**config.mk**
```make
export PLATFORM = sky130hd
export DESIGN_NAME = uart_apb_master
export DESIGN_NICKNAME = d
export VERILOG_FILES = /design/src/rtl/uart_apb_pkg.sv /design/src/rtl/uart_apb_master.sv
export SDC_FILE = /design/constraint.sdc
export NUM_CORES = 1
export LEC_CHECK = 0
export BUFFER_PORTS_ARGS = -buffer_cell sky130_fd_sc_hd__buf_2
export CORE_ASPECT_RATIO = 0.9
export CORE_MARGIN = 2
export CORE_UTILIZATION = 53
export CTS_CLUSTER_SIZE = 24
export DETAILED_ROUTE_END_ITERATION = 8
export PLACE_DENSITY = 0.92
export SYNTH_ARGS = -nofsm -noshare
export SYNTH_HDL_FRONTEND = slang
export SYNTH_SLANG_ARGS = --single-unit
```
**constraint.sdc**
```tcl
create_clock -name clk -period 4.46 [get_ports clk]
set_clock_uncertainty 0.05 [all_clocks]
set_input_delay 0.892 -clock clk [delete_from_list [all_inputs] [get_ports clk]]
set_output_delay 0.892 -clock clk [all_outputs]
set_load 0.005 [all_outputs]
```
**src/rtl/uart_apb_pkg.sv**
```systemverilog
// Shared types and UART register map for the APB requester.
package uart_apb_pkg;

  // Transfer phases of the APB requester
  typedef enum logic [1:0] {
    IDLE   = 2'd0,
    SETUP  = 2'd1,
    ACCESS = 2'd2,
    RESP   = 2'd3
  } state_t;

  // UART register map as seen on the APB slave port of uart_top
  localparam logic [7:0] ADDR_RXFIFO = 8'h00;  // read pops the RX FIFO
  localparam logic [7:0] ADDR_DIVXR  = 8'h01;
  localparam logic [7:0] ADDR_TXFIFO = 8'h02;

endpackage : uart_apb_pkg

```
**src/rtl/uart_apb_master.sv**
```systemverilog
// APB3 requester: takes one read/write command at a time on a valid/ready
// stream, runs SETUP/ACCESS with wait-state and timeout handling, and returns
// read data plus error status on a valid/ready response stream.
module uart_apb_master
  import uart_apb_pkg::*;
#(
  parameter int APB_DW  = 8,
  parameter int TO_W    = 8,
  parameter int TIMEOUT = 200   // 0 disables the abort; must be < 2**TO_W
) (
  input  logic              clk,
  input  logic              rst,          // synchronous, active low
  // command stream
  input  logic              cmd_valid,
  output logic              cmd_ready,
  input  logic              cmd_write,
  input  logic [APB_DW-1:0] cmd_addr,
  input  logic [APB_DW-1:0] cmd_wdata,
  // response stream
  output logic              rsp_valid,
  input  logic              rsp_ready,
  output logic [APB_DW-1:0] rsp_rdata,
  output logic              rsp_err,
  output logic              rsp_timeout,
  // APB requester port
  output logic [APB_DW-1:0] PADDR,
  output logic              PSEL,
  output logic              PENABLE,
  output logic              PWRITE,
  output logic [APB_DW-1:0] PWDATA,
  input  logic              PREADY,
  input  logic [APB_DW-1:0] PRDATA,
  input  logic              PSLVERR
);

  // Counter value seen in the last ACCESS cycle before the abort fires.
  // Only meaningful when TIMEOUT != 0.
  localparam logic [TO_W-1:0] TO_LAST = TO_W'(TIMEOUT - 1);

  state_t            state, state_nxt;
  logic [TO_W-1:0]   wait_cnt, wait_cnt_nxt;
  logic [APB_DW-1:0] paddr_nxt, pwdata_nxt, rsp_rdata_nxt;
  logic              psel_nxt, penable_nxt, pwrite_nxt;
  logic              rsp_valid_nxt, rsp_err_nxt, rsp_timeout_nxt;

  // Only combinational output: ready whenever no transfer is in flight
  assign cmd_ready = (state == IDLE);

  // State and registered outputs; reset drops any transfer in flight
  always_ff @(posedge clk) begin
    // NOTE: sequential state uses non-blocking assignments so every register
    // samples the pre-edge value of its inputs, independent of statement order.
    if (!rst) begin
      state       <= IDLE;
      wait_cnt    <= '0;
      PADDR       <= '0;
      PWDATA      <= '0;
      PWRITE      <= 1'b0;
      PSEL        <= 1'b0;
      PENABLE     <= 1'b0;
      rsp_valid   <= 1'b0;
      rsp_rdata   <= '0;
      rsp_err     <= 1'b0;
      rsp_timeout <= 1'b0;
    end else begin
      state       <= state_nxt;
      wait_cnt    <= wait_cnt_nxt;
      PADDR       <= paddr_nxt;
      PWDATA      <= pwdata_nxt;
      PWRITE      <= pwrite_nxt;
      PSEL        <= psel_nxt;
      PENABLE     <= penable_nxt;
      rsp_valid   <= rsp_valid_nxt;
      rsp_rdata   <= rsp_rdata_nxt;
      rsp_err     <= rsp_err_nxt;
      rsp_timeout <= rsp_timeout_nxt;
    end
  end

  // Next-state and next-output logic for the transfer sequence
  always_comb begin
    // NOTE: every variable gets a hold-value default first, so no path through
    // the case leaves one unassigned and no latch is inferred.
    state_nxt       = state;
    wait_cnt_nxt    = wait_cnt;
    paddr_nxt       = PADDR;
    pwdata_nxt      = PWDATA;
    pwrite_nxt      = PWRITE;
    psel_nxt        = PSEL;
    penable_nxt     = PENABLE;
    rsp_valid_nxt   = rsp_valid;
    rsp_rdata_nxt   = rsp_rdata;
    rsp_err_nxt     = rsp_err;
    rsp_timeout_nxt = rsp_timeout;

    unique case (state)
      IDLE: begin
        if (cmd_valid) begin
          paddr_nxt   = cmd_addr;
          pwrite_nxt  = cmd_write;
          pwdata_nxt  = cmd_write ? cmd_wdata : '0;  // bus stays quiet on reads
          psel_nxt    = 1'b1;
          penable_nxt = 1'b0;
          state_nxt   = SETUP;
        end
      end

      SETUP: begin
        // Single setup cycle; PREADY is deliberately not looked at here
        penable_nxt  = 1'b1;
        wait_cnt_nxt = '0;
        state_nxt    = ACCESS;
      end

      ACCESS: begin
        if (PREADY) begin
          // Slave completion takes priority over a coincident timeout
          rsp_rdata_nxt   = PWRITE ? '0 : PRDATA;
          rsp_err_nxt     = PSLVERR;
          rsp_timeout_nxt = 1'b0;
          rsp_valid_nxt   = 1'b1;
          psel_nxt        = 1'b0;
          penable_nxt     = 1'b0;
          state_nxt       = RESP;
        end else if ((TIMEOUT != 0) && (wait_cnt == TO_LAST)) begin
          rsp_rdata_nxt   = '0;
          rsp_err_nxt     = 1'b1;
          rsp_timeout_nxt = 1'b1;
          rsp_valid_nxt   = 1'b1;
          psel_nxt        = 1'b0;
          penable_nxt     = 1'b0;
          state_nxt       = RESP;
        end else if (wait_cnt != '1) begin
          // Saturate rather than wrap so a disabled timeout never aliases
          wait_cnt_nxt = wait_cnt + TO_W'(1);
        end
      end

      RESP: begin
        if (rsp_ready) begin
          rsp_valid_nxt = 1'b0;
          state_nxt     = IDLE;
        end
      end

      default: state_nxt = IDLE;
    endcase
  end

endmodule : uart_apb_master
```
==> out/results.txt, run 1 <==
The worst setup path is captured at a register. The max-slew violation total from the final report is 0, and the first-pass GRT wire length is 6831 µm. The tree built by TritonCTS fans out to 40 sinks.

The number of gates on the worst path with buffers counted was 3. The number of hold buffers added after CTS was 0. The number of cell instances on the worst register-to-register path was 6. Input and output buffers added on the ports amount to 61. The hold violation count in the final report was 0; the total of warnings raised by yosys was 0. Portion of the clock cycle consumed by the worst path in the final layout: 48.28%.

VDD sags by at most 421.8 µV. After synthesis the netlist holds a flip-flop and latch count of 40. Summing all flip-flop and latch instances after layout gives 800.8 µm².

The final instance count without filler cells was 314; the buffer depth of the longest clock path was 2. For the routability congestion estimate from global placement, the log shows 0.9006. Data arrives at the worst endpoint at 2.27 ns. Clock-pin slew was measured on the worst setup and hold paths at 0.08 ns. Die boundary height: 58.79 µm. Post-route cell area: 2195 µm².

In this run the count of I/O pins placed on the die edge is 62. The data required time of the worst path is 4.58 ns, and the setup TNS is 0 ns. The wire length on met3 came out at 254 µm.

Grouping stages by cell kind, the critical path spends the most delay in buffers and inverters. Total length of routed wires: 4229 µm. Endpoint of the worst register-to-register path: state[0]$_SDFFE_PN0P_. The clock tree synthesis step divided the H-tree into 2 levels.

Largest area contributor in the netlist: dfxtp_1. The most used standard cell by instance count after synthesis is nand2_1. The floorplan die width was 64.88 µm; the share of synthesized flip-flops with an asynchronous set or reset was 0%.

After Yosys synthesis, full adders, half adders and majority gates account for 3.539% of the synthesized area. Summed over all layers, the global routing overflow is 0. For this design the static power due to leakage is 0.9390 nW. The first detailed-routing pass took 4 iterations. Share of cells above drive strength 1: 27.94%. The critical path starts at rst. Across all layers, the routed design uses 1764 vias. The proportion of synthesized chip area in sequential cells was 45.29%; the global-route total usage across every layer was 22.98%. Detailed routing placed a total of 2150 µm of wire on met2. The total chip power came out at 1.034 mW. In this run, CTS created clock tree buffers numbering 5. The wire-length estimate of the detail-placed layout is 3029 µm. The post-synthesis area per instance works out to 8.300 µm². Path class of the lowest-slack min-delay path: register to register.

Total power per unit cell area: 471.2 nW/µm². The register-to-register setup slack was 2.49 ns; the utilization of the core after routing was 70.47%. The antenna diode instance count is 0. TritonCTS built the clock tree. The element type at the critical path start is a primary input. After detailed routing, the average wire length per cell comes to 13.47 µm.

The overall die area is 3814 µm², and the worst max-slew margin expressed relative to the limit is 40.44%. For the peak clock frequency supported by timing, the log shows 464.4 MHz. The run finished with clean final reports. For this configuration, the core starts out at a cell density of 56.77%. The cell area reported after detailed placement is 2083 µm². The post-cts repair resize count came out at 0. In this run, synthesis inferred 0 flip-flops with an integrated enable.

For the number of setup violations in the final report, the log shows 0. The number of maximum-capacitance violations came out at 0. Dominant synthesized flop cell: dfxtp_1. The tools report the length of routed wiring on met1 as 1780 µm. The number of nets with antenna violations after routing is 0, and the area share of the largest cell type after synthesis is 45.29%. The post-synthesis share of cell area spent on and, or, nand and nor gates is 22.65%. Using the TritonRoute via totals, the vias-per-cell ratio works out to 5.618.

The number of global-route vias before repair is 1491, and the net count after synthesis is 249. In the final design database the tool counted 307 nets. In this run the post-CTS setup repair buffer count came out at 0. Iteration-0 DRC count of the detailed router: 92.

Together, buffers and inverters on the worst path number 2. The end point of the critical path is wait_cnt[3]$_SDFFE_PN0P_. The final hold slack is 0.4017 ns, and the layout overhead on the synthesized area is 24.13%.

Setup repair after global routing left no endpoint under its margin. The area share of xor/xnor cells in the synthesized design works out to 0%. For the residual DRC count, the log shows 0. The tools report the initial antenna violation count as 0. The instance count of the mapped netlist was 213. The slowest cell on the critical path is clkinv_1. The floorplan has 19 rows.

In this run the worst path has a maximum fanout of 35. Summing all multi-input logic gate instances after layout gives 902.1 µm². The slew at the pin with the worst max-slew slack was 0.8878 ns. Largest family of logic cells by synthesized area: compound AO/OA/AOI/OAI gates. The synthesized netlist devotes 23.64% of its cell area to compound gates.

The signal on the critical path passes through buf_2, clkinv_1, a311oi_1. Synthesis instantiated 45 different standard cells from the library. After layout, the minimum clock period comes to 2.153 ns. For the insertion delay to the later sink of the worst-skew pair, the log shows 0.29 ns.

The tools report the number of fillers in the final layout as 258. The region available for standard cell placement spans 3114 µm². The post-layout worst setup margin was 2.307 ns; the multiplexer share of the synthesized area was 1.203%. In this design, the stage delay of the slowest critical-path cell is 0.71 ns.

OpenSTA, run right after detailed placement, puts the worst setup slack at 2.022 ns. Ranked by total cell area, the synthesized netlist is headed by dfxtp_1 (45%), nand2_1 (10%), a21oi_1 (9.1%), ha_1 (3.5%), nand3_1 (2.5%). The clock root buffer is clkbuf_8. The largest net degree at the start of global routing is 36. Type of the worst setup path: primary input to register. The beginning of the worst register-to-register path was state[0]$_SDFFE_PN0P_. The number of placed instances, taps included, is 306. The mapped cell area was 1768 µm². Ranked by instance count, the synthesized netlist is headed by nand2_1 (47), dfxtp_1 (40), a21oi_1 (32). The highest layer touched by signal routing is met4.
[final cells by class]
class	count	area share, %
Clock buffer	5	3.136
Clock inverter	3	1.938
Inverter	6	1.026
Multi-Input combinational cell	157	41.11
Sequential cell	40	36.49
Tap cell	42	2.395
Timing Repair Buffer	61	13.91
[state kept, by name (all words and copies together), names as in the netlist]
signal       count
PADDR            8
PENABLE          1
PSEL             1
PWDATA           8
PWRITE           1
rsp_err          1
rsp_rdata        8
rsp_timeout      1
rsp_valid        1
state            2
wait_cnt         8
[logic make-up after synthesis]
kind of cell | Yosys count
fa+ha+maj | 5
compound gates | 68
mux | 2
flops | 40
simple gates | 82
buf+inv | 16
[report_power, final]
part           total, mW  switching (mW)  internal (mW)
sequential         0.434          0.0287          0.405
combinational      0.308           0.192          0.116
clock              0.292           0.126          0.166
[tightest hold or removal path: cells and delay by family, from the launching register on]
kind             cells  cell delay [ns]
flip-flops           1             0.31
AND/OR/NAND/NOR      1             0.05
AO/OA/AOI/OAI        1             0.05
[how the worst min path moves through the flow]
stage | from | endpoint | depth (start not counted)
finish | PWDATA[7]$_SDFFE_PN0P_ | PWDATA[7]$_SDFFE_PN0P_ | 2
global route | PADDR[7]$_SDFFE_PN0P_ | PADDR[7]$_SDFFE_PN0P_ | 2
CTS | PWDATA[7]$_SDFFE_PN0P_ | PWDATA[7]$_SDFFE_PN0P_ | 2
detailed placement | PWDATA[7]$_SDFFE_PN0P_ | PWDATA[7]$_SDFFE_PN0P_ | 2
global placement | PWDATA[7]$_SDFFE_PN0P_ | PWDATA[7]$_SDFFE_PN0P_ | 2
floorplan | PWDATA[0]$_SDFFE_PN0P_ | PWDATA[0]$_SDFFE_PN0P_ | 2
[layer usage]
layer / vias up / global-route usage (%)
met5: - / 0
met4: 0 / 6.383
met3: 5 / 4.971
met2: 58 / 39.32
met1: 833 / 29.50
li1: 868 / -
[cell usage in the layout (no fill, tap or decap), types with 2 or more instances in the layout]
| cell type | instances |
|---|---|
| and3_1 | 3 |
| nor2b_1 | 4 |
| nand2b_1 | 2 |
| clkbuf_8 | 5 |
| o21ai_1 | 8 |
| nor2_1 | 3 |
| inv_1 | 5 |
| nand2_1 | 47 |
| ha_1 | 5 |
| nand3_1 | 9 |
| a21oi_1 | 32 |
| a311oi_1 | 3 |
| o211ai_1 | 2 |
| nand4_1 | 3 |
| a31oi_1 | 3 |
| o31ai_1 | 2 |
| or3_1 | 2 |
| dfxtp_1 | 40 |
| a21o_1 | 2 |
| and2_1 | 2 |
| buf_2 | 61 |
| o21ai_0 | 5 |
(Power assumes the default switching activity.)
==> inputs of run 2 (changes only) <==
- CORE_UTILIZATION: 53 -> 49
- PLACE_DENSITY: 0.92 -> 0.87
- clock period: 4.46 -> 2.17 ns (I/O delays scaled with it)
==> run 2 against run 1 <==
- sequential cell count stayed put
- first-iteration DRC count is 8.7% lower
- register-to-register slack worse by 2.2 ns
==> out/results.txt, run 2 (synthesized netlist as in run 1, its figures left out) <==
The flow ran to the end, and the final reports show no timing, DRC or antenna violations. Derived from the worst setup path, the maximum achievable clock frequency is 534.4 MHz. The share of cells above drive strength 1 was 28.21% (was 27.94%). Element type at the critical path start: a register (was a primary input).

The number of buffer and inverter instances along the worst setup path was 1 (was 2). The type of the worst setup path was register to register (was primary input to register). The total power per unit cell area was 972.6 nW/µm² (was 471.2 nW/µm²). The path class of the lowest-slack min-delay path was primary input to register (was register to register).

The detailed-placement wirelength estimate was 3061 µm (was 3029 µm); the layout overhead on the synthesized area was 24.91% (was 24.13%). The footprint of the flip-flops and latches is 800.8 µm² (unchanged). The slew at the pin with the worst max-slew slack was 0.6346 ns (was 0.8878 ns); the global-route total usage across every layer was 21.51% (was 22.98%). The tools report the number of global-route vias before repair as 1448 (was 1491). The arrival time of the worst setup path is 2.02 ns (was 2.27 ns).

The logs give 0 (unchanged) for the number of maximum-capacitance violations and 0.2988 ns (was 2.307 ns) for the post-layout worst setup margin. The run gives 57.70% (was 40.44%) as the worst max-slew margin expressed relative to the limit. The routability congestion estimate from global placement is 0.9032 (was 0.9006). The number of clock sinks was 40 (unchanged).

The run gives 2.32 ns (was 4.58 ns) as the data required time of the worst path. The reported leakage power was 0.9444 nW (was 0.9390 nW). The type of element capturing the critical path was a register (unchanged). Insertion delay to the later sink of the worst-skew pair: 0.30 ns (was 0.29 ns). The tools report the clock root buffer as clkbuf_8 (unchanged). TritonCTS built the clock tree. The share of power burned in the clock network was 29.1% (was 28.2%); the portion of the clock cycle consumed by the worst path in the final layout was 86.23%.

For the peak supply drop, the log shows 694.8 µV (was 421.8 µV). The pre-CTS setup slack is 0.3232 ns (was 2.022 ns). The maximum net fanout on the critical path came out at 11 (was 35). The hold violation count in the final report is 0 (unchanged).

The run gives 20 (was 19) as the row count. The logs give 1.420 mW (was 0.6874 mW) for the internal power component and 2 (unchanged) for the H-tree depth. The run gives 0.7284 mW (was 0.3467 mW) as the net switching component of the power.

The share of power burned in registers came out at 41.6% (was 42.0%). The cell area reported after detailed placement is 2093 µm² (was 2083 µm²). Setup repair after global routing left no endpoint under its margin. The largest net degree at the start of global routing was 20 (was 36); the number of iterations in the first detailed-routing pass was 4 (unchanged). The logic gate share of total power was 29.2% (was 29.8%). The tools report the number of buffers inserted during clock tree synthesis as 5 (unchanged).

The fraction of power spent switching nets is 33.91% (was 33.53%). The slowest cell on the critical path was a21oi_1 (was clkinv_1). The count of buffers inserted at the top-level ports was 61 (unchanged). Clock transition at the registers of the reported paths: 0.08 ns (about the same). The number of fillers in the final layout was 285 (was 258).

The floorplan die width was 67.32 µm (was 64.88 µm). The post-cts repair resize count was 0 (unchanged); the count of hold-fix buffers inserted at cts was 0 (unchanged). The number of nets with antenna violations after routing was 0 (unchanged); the total length of routed wires was 4221 µm (was 4229 µm).

Leading cell types in the layout, fill and taps excluded: buf_2 (61), nand2_1 (47), dfxtp_1 (40), a21oi_1 (32), nand3_1 (9) (unchanged). Max-slew violation total from the final report: 0 (unchanged). Critical path, cell by cell: inv_1, ha_1, nand2b_1, a21oi_1, nor3_2, o21a_1 (was buf_2, clkinv_1, a311oi_1). The first-pass GRT wire length was 6541 µm (was 6831 µm).

The iteration-0 DRC count of the detailed router is 84 (was 92), and the stage delay of the slowest cell on the critical path is 0.40 ns (was 0.71 ns). The most common cell after layout, fill and taps aside is buf_2 (unchanged). The tools report the initial antenna violation count as 0 (unchanged). The number of setup violations in the final report was 0 (unchanged). The number of setup buffers added after CTS was 0 (unchanged); the antenna diode instance count was 0 (unchanged).

The logs give 3403 µm² (was 3114 µm²) for the placeable core region and 2208 µm² (was 2195 µm²) for the post-route cell area. The global-route congestion overflow total is 0 (unchanged), and the overall die area is 4105 µm² (was 3814 µm²). The count of pins on the block boundary is 62 (unchanged).

After layout, the minimum clock period comes to 1.871 ns. For the initial core utilization, the log shows 51.95% (was 56.77%). Residual DRC count: 0 (unchanged). The count of vias placed by the detailed router came out at 1709 (was 1764).

The largest delay contributor family on the critical path was compound AO/OA/AOI/OAI gates (was buffers and inverters). The detail-routed via count per cell was 5.391 (was 5.618). The final net count is 308 (was 307).

The buffer depth of the longest clock path is 2 (unchanged), and the die boundary height is 60.99 µm (was 58.79 µm). The wire length per cell is 13.32 µm (was 13.47 µm), and the area of the multi-input gates is 902.1 µm² (unchanged). The logs give 0 ns (unchanged) for the setup TNS and 0.3137 ns (was 0.4017 ns) for the final hold slack.
## run 2: area by class of cell
type,instances,area share [%]
clock buffers,5,3.116
clock inverters,3,2.096
well taps,44,2.493
multi-input cells,157,40.85
flip-flops and latches,40,36.26
repair buffers,62,14.16
inverters,6,1.020
## run 2: worst paths after layout
path         slack [ns]                   from                         to  cells past startpoint
max                0.30  state[0]$_SDFFE_PN0P_      state[0]$_SDFFE_PN0P_                      6
max reg2reg        0.30  state[0]$_SDFFE_PN0P_      state[0]$_SDFFE_PN0P_                      6
min                0.31              PRDATA[6]  rsp_rdata[6]$_SDFFE_PN0P_                      3
min reg2reg        0.40  PADDR[4]$_SDFFE_PN0P_      PADDR[4]$_SDFFE_PN0P_                      2
## run 2: per-stage QoR
step           instances  utilization [%]  power (mW)
2_1_floorplan        213                -       1.331
3_3_place_gp         309            61.51       1.511
3_5_place_dp         309            61.51       1.535
4_1_cts              317            64.89       2.160
5_1_grt              317            64.89       2.287
6_report             317            64.89       2.148
## run 2: power groups by stage
stage          Sequential [mW]  Combinational (mW)  Clock, mW
3_3_place_gp             0.904               0.607          0
5_1_grt                  0.908               0.710      0.669
3_5_place_dp             0.909               0.626          0
2_1_floorplan            0.910               0.421          0
6_report                 0.895               0.628      0.625
4_1_cts                  0.894               0.629      0.637
## run 2: routing by layer
metal	GRT usage (%)	part of all wire, %	vias to the layer above
li1	-	-	871
met1	28.21	45	765
met2	33.24	46	68
met3	6.494	7.4	5
met4	9.038	1.6	0
met5	0	0	-
## run 2: worst min-delay path: stages
cell,delay (ns)
buf_2,0.10
nand2_1,0.04
a21oi_1,0.05
==> inputs of run 3 (changes only) <==
- PLACE_DENSITY: 0.87 -> not set
- PLACE_DENSITY_LB_ADDON: not set -> 0.1
==> run 3 against run 2 <==
- non-clock buffer count up 1
- cell area unchanged
- register-to-register slack better by 0.03 ns
- largest power group unchanged
- sequential share of layout area is the same
- largest cell class unchanged
==> out/results.txt, run 3 (synthesized netlist as in run 1, its figures left out) <==
The run finished with clean final reports. For the hold violation count in the final report, the log shows 0 (unchanged). The total power per unit cell area works out to 959.9 nW/µm² (was 972.6 nW/µm²). The logs give 42.2% (was 41.6%) for the share of power burned in registers and 0.6969 mW (was 0.7284 mW) for the net switching component of the power.

The run gives 0 (unchanged) as the number of nets with antenna violations after routing. Type of the worst setup path: register to register (unchanged). Path class of the lowest-slack min-delay path: primary input to register (unchanged).

The run gives 0 (unchanged) as the antenna diode instance count. The insertion delay to the later sink of the worst-skew pair was 0.29 ns (was 0.30 ns). The logs give 29.8% (was 29.2%) for the logic gate share of total power and 3403 µm² (unchanged) for the placeable core region. The count of vias placed by the detailed router was 1699 (was 1709). The minimum clock period after layout came out at 1.840 ns (was 1.871 ns).

The count of buffers inserted at the top-level ports is 61 (unchanged). Element type at the critical path start: a register (unchanged). The initial antenna violation count is 0 (unchanged), and the fraction of power spent switching nets is 32.88% (was 33.91%). The number of cells after detailed placement is 310 (was 309), and the number of clock sinks is 40 (unchanged). The type of element capturing the critical path was a register (unchanged). The buffer depth of the longest clock path was 2 (unchanged); the residual DRC count was 0 (unchanged). The internal power component is 1.423 mW (was 1.420 mW). Detailed-placement wirelength estimate: 3041 µm (was 3061 µm). The number of maximum-capacitance violations is 0 (unchanged). The tools report the row count as 20 (unchanged). The final net count is 309 (was 308). The stage delay of the slowest cell on the critical path works out to 0.40 ns (about the same). The tools report the worst max-slew margin expressed relative to the limit as 64.45% (was 57.70%).

For the initial core utilization, the log shows 51.95% (unchanged). The run gives 318 (was 317) as the final instance count without filler cells. The run gives 0 ns (unchanged) as the setup TNS. The die boundary height was 60.99 µm (unchanged). Setup repair after global routing left no endpoint under its margin. The share of power burned in the clock network is 28.1% (was 29.1%). The share of cells above drive strength 1 is 28.10% (was 28.21%).

The slowest cell on the critical path was a21oi_1 (unchanged). The iteration-0 DRC count of the detailed router was 137 (was 84). The tools report the overall die area as 4105 µm² (unchanged). The count of pins on the block boundary is 62 (unchanged), and the max-slew violation total from the final report is 0 (unchanged). The clock transition at the registers of the reported paths is 0.07 ns (was 0.08 ns). The logs give 0 (unchanged) for the number of setup violations in the final report and 2 (unchanged) for the H-tree depth. The number of iterations in the first detailed-routing pass was 6 (was 4); the post-cts repair resize count was 0 (unchanged). Data required time of the worst path: 2.31 ns (was 2.32 ns).

For the largest net degree at the start of global routing, the log shows 28 (was 20). The run gives 22.40% (was 21.51%) as the global-route total usage across every layer. The peak clock frequency supported by timing was 543.5 MHz (was 534.4 MHz). Critical path, cell by cell: inv_1, ha_1, nand2b_1, a21oi_1, nor3_2, o21a_1 (unchanged). The first-pass GRT wire length was 6817 µm (was 6541 µm). The tools report the number of global-route vias before repair as 1496 (was 1448). The reported leakage power came out at 0.9498 nW (was 0.9444 nW).

Leading cell types in the layout, fill and taps excluded: buf_2 (61), nand2_1 (47), dfxtp_1 (40), a21oi_1 (32), nand3_1 (9) (unchanged). The number of buffers inserted during clock tree synthesis is 5 (unchanged), and the slew at the pin with the worst max-slew slack is 0.5320 ns (was 0.6346 ns). The wire length per cell came out at 13.20 µm (was 13.32 µm). The layout overhead on the synthesized area came out at 24.91% (unchanged). The most common cell after layout, fill and taps aside is buf_2 (unchanged). The run gives 1.98 ns (was 2.02 ns) as the arrival time of the worst setup path. The peak supply drop was 783.8 µV (was 694.8 µV). The maximum net fanout on the critical path is 11 (unchanged). The total length of routed wires is 4199 µm (was 4221 µm), and the routability congestion estimate from global placement is 0.8496 (was 0.9032). TritonCTS built the clock tree. The clock root buffer is clkbuf_8 (unchanged). The number of setup buffers added after CTS was 0 (unchanged); the floorplan die width was 67.32 µm (unchanged).

The utilization of the core after routing is 64.89% (unchanged), and the portion of the clock cycle consumed by the worst path in the final layout is 84.78% (was 86.23%). The tools report the global-route congestion overflow total as 0 (unchanged). The count of hold-fix buffers inserted at cts was 0 (unchanged); the detail-routed via count per cell was 5.343 (was 5.391).
[run 3: cell types whose count changed in the layout (fill, tap and decap cells not counted), sizes merged]
cell / before / now
buf: 62 / 63
clkbuf: 5 / 6
clkinv: 1 / 2
clkinvlp: 1 / 0
inv: 6 / 5
[run 3: routing by layer]
| layer | part of all wire (%) | up-vias | global-route usage, % |
|---|---|---|---|
| li1 | - | 871 | - |
| met1 | 49 | 761 | 31.37 |
| met2 | 43 | 60 | 32.81 |
| met3 | 6.8 | 7 | 5.751 |
| met4 | 1.5 | 0 | 9.621 |
| met5 | 0 | - | 0 |
[run 3: cell type report]
cell class	count	area, µm²
clock buffers	6	72.57
clock inverters	2	35.03
fillers	316	1195
inverters	6	22.52
multi-input cells	157	902.1
flip-flops and latches	40	800.8
well taps	44	55.05
repair buffers	63	320.3
[run 3: power groups by stage]
stage / logic, mW / registers, mW / clock network (mW)
6_report: 0.631 / 0.894 / 0.595
2_1_floorplan: 0.421 / 0.910 / 0
3_3_place_gp: 0.631 / 0.907 / 0
3_5_place_dp: 0.636 / 0.907 / 0
4_1_cts: 0.636 / 0.891 / 0.607
5_1_grt: 0.717 / 0.908 / 0.649
[run 3: through the flow]
stage          worst slack (ns)  total power, mW  hold WS [ns]  cell area, µm²
2_1_floorplan            0.5773            1.331        0.3983            1768
3_3_place_gp             0.4189            1.538        0.3892            2101
3_5_place_dp             0.3490            1.543        0.3954            2101
4_1_cts                  0.3475            2.135        0.3122            2208
5_1_grt                  0.1530            2.274        0.3058            2208
6_report                 0.3302            2.120        0.3202            2208
[run 3: final timing paths]
path	from	to	slack (ns)	cells after the start
setup reg to reg	state[0]$_SDFFE_PN0P_	state[0]$_SDFFE_PN0P_	0.33	6
hold reg to reg	PADDR[4]$_SDFFE_PN0P_	PADDR[4]$_SDFFE_PN0P_	0.40	2
setup / recovery	state[0]$_SDFFE_PN0P_	state[0]$_SDFFE_PN0P_	0.33	6
hold / removal	cmd_addr[1]	PADDR[1]$_SDFFE_PN0P_	0.32	3
[run 3: critical path: cells and delay by family, from the launching register on]
| kind | cells | cell delay (ns) |
|---|---|---|
| compound gates | 2 | 0.58 |
| fa+ha+maj | 1 | 0.36 |
| buf+inv | 1 | 0.09 |
| simple gates | 2 | 0.33 |
| flops | 1 | 0.34 |
